[src/rtl/spi_cmd_bridge.sv]
// spi_cmd_bridge: SPI byte-command decoder feeding a flash reader with a one-byte prefetch buffer.
// Define SPI_CMD_CSUM_EN to append an XOR checksum byte after each burst.
module spi_cmd_bridge #(
  parameter int ADDR_BYTES = 3,
  parameter int LEN_W = 8
) (
  input  logic                    clk,
  input  logic                    rst,
  input  logic                    recv_ready,
  input  logic [7:0]              recv_data,
  output logic [7:0]              send_data,
  output logic                    led,
  output logic [8*ADDR_BYTES-1:0] flash_addr,
  output logic                    flash_do_read,
  input  logic                    flash_setup_done,
  input  logic                    flash_data_ready,
  input  logic [7:0]              flash_data,
  output logic                    busy
);
  localparam int AW = 8 * ADDR_BYTES;
  localparam int RW = LEN_W + 1;
  typedef enum logic [2:0] {
    IDLE, ADDR, LEN, STREAM, ECHO
`ifdef SPI_CMD_CSUM_EN
    , CSUM
`endif
  } state_t;
`ifdef SPI_CMD_CSUM_EN
  localparam state_t DONE = CSUM;
  logic [7:0] csum_q, csum_d;
`else
  localparam state_t DONE = IDLE;
`endif
  state_t state_q, state_d;
  logic [7:0] send_q, send_d, buf_q, buf_d;
  logic led_q, led_d, valid_q, valid_d, mark_q, mark_d, rd_q, rd_d;
  logic [AW-1:0] faddr_q, faddr_d, addr_q, addr_d;
  logic [2:0] cnt_q, cnt_d;
  logic [RW-1:0] rem_q, rem_d;
  always_comb begin
    state_d = state_q;
    send_d = send_q;
    led_d = led_q;
    faddr_d = faddr_q;
    addr_d = addr_q;
    cnt_d = cnt_q;
    rem_d = rem_q;
    buf_d = buf_q;
    valid_d = valid_q;
    mark_d = mark_q;
    rd_d = rd_q;
`ifdef SPI_CMD_CSUM_EN
    csum_d = csum_q;
`endif
    if (recv_ready) begin
      case (state_q)
        IDLE: begin
          send_d = 8'h00;
          if (recv_data == 8'h01) begin
            send_d = 8'(ADDR_BYTES);
            addr_d = '0;
            cnt_d = 3'(ADDR_BYTES);
            state_d = ADDR;
          end else if (recv_data == 8'h02) begin
            led_d = !led_q;
            send_d = 8'hAB;
          end else if (recv_data == 8'hCC) begin
            send_d = 8'hCC;
          end else if (recv_data == 8'hCD) begin
            send_d = 8'hCD;
            state_d = ECHO;
          end else if (recv_data >= 8'h10 && recv_data < 8'(16 + ADDR_BYTES)) begin
            send_d = 8'(faddr_q >> {recv_data[1:0], 3'b000});
          end
        end
        ECHO: begin
          send_d = recv_data;
          state_d = IDLE;
        end
        ADDR: begin
          addr_d = AW'({addr_q, recv_data});
          cnt_d = cnt_q - 3'd1;
          send_d = 8'(cnt_d);
          state_d = (cnt_d == 3'd0) ? LEN : ADDR;
        end
        LEN: begin
          rem_d = RW'(recv_data[LEN_W-1:0]) + RW'(1);
          faddr_d = addr_q;
          valid_d = 1'b0;
          mark_d = 1'b0;
          send_d = 8'hFE;
          state_d = STREAM;
`ifdef SPI_CMD_CSUM_EN
          csum_d = 8'h00;
`endif
        end
        STREAM: begin
          if (!valid_q) begin
            send_d = 8'hFE;
          end else if (!mark_q) begin
            send_d = 8'hFF;
            mark_d = 1'b1;
          end else begin
            send_d = buf_q;
            valid_d = 1'b0;
            rem_d = rem_q - RW'(1);
            state_d = (rem_q == RW'(1)) ? DONE : STREAM;
`ifdef SPI_CMD_CSUM_EN
            csum_d = csum_q ^ buf_q;
`endif
          end
        end
`ifdef SPI_CMD_CSUM_EN
        CSUM: begin
          send_d = csum_q;
          state_d = IDLE;
        end
`endif
        default: state_d = IDLE;
      endcase
    end
    if (state_q == STREAM && !valid_q && rem_q != '0 && flash_setup_done && !rd_q) rd_d = 1'b1;
    // Capture after the consume above so a same-cycle delivery refills the buffer.
    if (rd_q && flash_data_ready) begin
      buf_d = flash_data;
      valid_d = 1'b1;
      rd_d = 1'b0;
      faddr_d = faddr_q + AW'(1);
    end
  end
  always_ff @(posedge clk) begin
    if (rst) begin
      state_q <= IDLE;
      send_q <= 8'h00;
      led_q <= 1'b0;
      faddr_q <= '0;
      addr_q <= '0;
      cnt_q <= 3'd0;
      rem_q <= '0;
      buf_q <= 8'h00;
      valid_q <= 1'b0;
      mark_q <= 1'b0;
      rd_q <= 1'b0;
`ifdef SPI_CMD_CSUM_EN
      csum_q <= 8'h00;
`endif
    end else begin
      state_q <= state_d;
      send_q <= send_d;
      led_q <= led_d;
      faddr_q <= faddr_d;
      addr_q <= addr_d;
      cnt_q <= cnt_d;
      rem_q <= rem_d;
      buf_q <= buf_d;
      valid_q <= valid_d;
      mark_q <= mark_d;
      rd_q <= rd_d;
`ifdef SPI_CMD_CSUM_EN
      csum_q <= csum_d;
`endif
    end
  end
  assign send_data = send_q;
  assign led = led_q;
  assign flash_addr = faddr_q;
  assign flash_do_read = rd_q;
  assign busy = state_q != IDLE;
endmodule

[config.mk]
export PLATFORM = sky130hd
export DESIGN_NAME = spi_cmd_bridge
export DESIGN_NICKNAME = d
export VERILOG_FILES = /design/src/rtl/spi_cmd_bridge.sv
export SDC_FILE = /design/constraint.sdc
export NUM_CORES = 1
export LEC_CHECK = 0
export ABC_CLOCK_PERIOD_IN_PS = 6800
export BUFFER_PORTS_ARGS = -buffer_cell sky130_fd_sc_hd__buf_2
export CAP_MARGIN = 20
export CELL_PAD_IN_SITES_DETAIL_PLACEMENT = 1
export CELL_PAD_IN_SITES_GLOBAL_PLACEMENT = 1
export CORE_MARGIN = 2
export CORE_UTILIZATION = 47
export CTS_BUF_LIST = sky130_fd_sc_hd__clkbuf_16
export CTS_CLUSTER_SIZE = 14
export DETAILED_ROUTE_END_ITERATION = 10
export PLACE_DENSITY = 0.91
export SLEW_MARGIN = 20
export SYNTH_ARGS = -nofsm -noshare
export SYNTH_HDL_FRONTEND = slang
export SYNTH_SLANG_ARGS = --single-unit
[constraint.sdc]
create_clock -name clk -period 6.8 [get_ports clk]
set_input_delay 1.02 -clock clk [delete_from_list [all_inputs] [get_ports clk]]
set_output_delay 1.02 -clock clk [all_outputs]
set_load 0.03 [all_outputs]
==> run metrics <==
total number of vias=5,067; area of the die=10,700 µm²; Fin Clk Skew=7.63 ps; worst skew pair latency=340 ps; max_cap viols=0; Port Buffers=55; site row count=36; Final ANT Viol Nets=0; Bufs and invs on worst path=2; Area Growth Syn to Fin=12.9%; worst reg2reg setup slack=4260 ps; post-synth cell types=62; max incr delay on CP=650 ps; starting density of the core=48.2%; fin crit share=45.2%; # setup viols final=0; critical setup path kind=in2reg; slew margin rel.=42.0%; DP HPWL=11.7 mm; vias in the first global route=5,060; VDD IR max=0.0974 mV; worst-margin pin slew=867 ps; largest cells by area after synthesis=dfxtp_1 36%, a21oi_1 6.2%, nand2_1 4.9%; multi-input logic area=2750 µm²; Reg2Reg Capture Point=flash_addr[17]; Slew Limit Fails=0; core area=9680 µm²; Synth async-reset ratio=0%; CTS Buffer Depth=2; Critical Path RT=7080 ps; Die W=104 µm; YS warnings=0; remaining global-route overflow=0; Hold Path Class=reg2reg; CP Cell Sequence=buf_2 > inv_1 > ha_1 > nor3b_1 > a21oi_1 > o21a_1 > a22o_1; CTS H-tree depth=3; Post-synth EDFFs=0; fillers=1,197; R2R depth=4; Final nets=633; router iterations before antenna repair=5; share of the synthesized area in the top cell type=35.6%; status=finished clean; Register Area=1660 µm²; commonest cells after routing, fill and taps aside=83 x dfxtp_1, 61 x nand2_1, 58 x a21oi_1; # resized after CTS=0; Synth Area in Adders=2.68%; Data arrival, critical path=3360 ps; layout cells sized above 1=14.5%; finished layout cell area=5270 µm²; Pleak=1.87 nW; XOR/XNOR Fraction of Synth Area=0.751%; cell taking the most area after synthesis=dfxtp_1; register area share after synthesis=35.6%; per-cell routed wire length=23.1 µm; CP startpoint kind=primary input; CTS tree=done; Post-DP Area=4940 µm²; clk sinks=83; simple-gate share of the synthesized area=23.4%; leading cell type in the layout, fill and taps excluded=dfxtp_1; Hold Startpoint=buf_q[1]; Crit. End Element=flip-flop; initial antenna violation count=0; die height=104 µm; mean area per synthesized cell=8.06 µm²; hold path endpoint=buf_q[1]; first-pass GRT wire length=27.6 mm; # IOs=56; DR vias/cell=6.85; post-synthesis compound-gate area fraction=29.5%; Hold Vio Cnt, Final=0; RSZ-0062 raised after global routing=false; TritonCTS Buffers=9; FF-to-FF Start=state_q[1]; minimum clock period=3070 ps; DRC errors left=0; Starting DRT DRC Count=485; CP delay by family, top=compound AO/OA/AOI/OAI gates; proportion of synthesized area in mux cells=2.66%; Routability Congestion=0.918; Main synth FF type=dfxtp_1; main combinational cell family by area after synthesis=compound AO/OA/AOI/OAI gates; pin count of the biggest net entering global routing=60; root buffer cell=clkbuf_16; final WL=17.1 mm; #FFs+latches synth=83; Total Routing Usage GR=32.0%; Mapped Nets=610; # Post-CTS Setup Buffers=0; Final TNS setup=0 ps; power per cell area=207 nW/µm²; Mapped Cells=579; cts hold-fix bufs=0; synthesized cell area=4660 µm²; antenna fix cells=0; slowest cell on the critical path=o21a_1; Fmax=326 MHz; Worst-path clk slew=70 ps; worst-path fanout max=20; WHS Path Cells=2
-- kinds of logic after synthesis --
group | count (synthesis)
xor+xnor | 4
mux | 12
compound gates | 206
simple gates | 203
flops | 83
fa+ha+maj | 10
buf+inv | 61
-- stage by stage --
step | std cells | power, mW | setup WS [ps] | utilization [%] | hold slack (ps)
final | 740 | 1.09 | 3730 | 54.4 | 450
after global routing | 740 | 1.12 | 3580 | 54.4 | 474
after CTS | 740 | 1.09 | 3800 | 54.4 | 453
after detailed placement | 724 | 0.559 | 3450 | 51.0 | 444
after global placement | 724 | 0.557 | 3650 | 51.0 | 436
after floorplan | 579 | 0.538 | 3900 | - | 431
-- Yosys cell counts, types with 4 or more instances --
library cell,count
buf_1,4
nor3_1,13
a21o_1,5
nand4_1,12
a22o_1,19
and3_1,10
nor2_1,24
mux2i_1,9
nand3b_1,4
or3b_2,5
buf_2,13
o32ai_1,6
o21ai_0,36
a311oi_1,8
inv_1,14
ha_1,10
nand2_1,61
nand3_1,20
and2_1,4
nand2b_1,5
a21oi_1,58
or3_1,5
nor4_1,10
nor3b_1,5
and4_1,5
dfxtp_1,83
clkbuf_1,29
a31oi_1,16
o2bb2ai_1,7
o211ai_1,4
o21a_1,5
o311ai_0,4
or4_1,9
a211oi_1,8
a21boi_0,4
-- worst max-delay path by stage --
stage | slack, ps | to | startpoint | depth (start not counted)
global placement | 3650 | flash_addr[19] | recv_ready | 5
global route | 3580 | addr_q[8] | recv_data[1] | 7
CTS | 3800 | addr_q[8] | recv_data[1] | 7
floorplan | 3900 | addr_q[10] | recv_data[1] | 9
finish | 3730 | addr_q[8] | recv_data[1] | 7
detailed placement | 3450 | addr_q[22] | recv_data[1] | 7
-- per-layer routing --
layer  GRT usage, %  vias up  part of all wire, %
met5              0        -                    0
met4           14.6        0                  3.9
li1               -     2245                    -
met2           51.3      282                   47
met1           42.2     2470                   41
met3           5.48       70                  8.5
-- tightest hold or removal path: stages, from the launching register on --
cell and delay [ps]:
dfxtp_1 300, nand2_1 50, a21oi_1 50
-- where the power goes --
group / leakage (nW) / switching (mW) / total (mW) / internal (mW)
Sequential: 0.669 / 0.00144 / 0.489 / 0.488
Clock: 0.158 / 0.214 / 0.539 / 0.325
Combinational: 1.05 / 0.0437 / 0.0612 / 0.0175
Total: 1.87 / 0.259 / 1.09 / 0.830
-- layout make-up --
class	count	area share, %
tap	133	3.16
multi-input combinational	435	52.3
timing repair buffer	59	5.80
sequential	83	31.6
clock buffer	9	4.28
clock inverter	7	1.92
inverter	14	0.998
-- sequential cells by signal, summed over array words and instances (netlist names) --
register,count
cnt_q,3
led,1
flash_addr,24
state_q,3
buf_q,8
addr_q,24
send_data,8
valid_q,1
mark_q,1
rem_q,9
flash_do_read,1
Note: power is estimated with default switching activity, not from simulation.
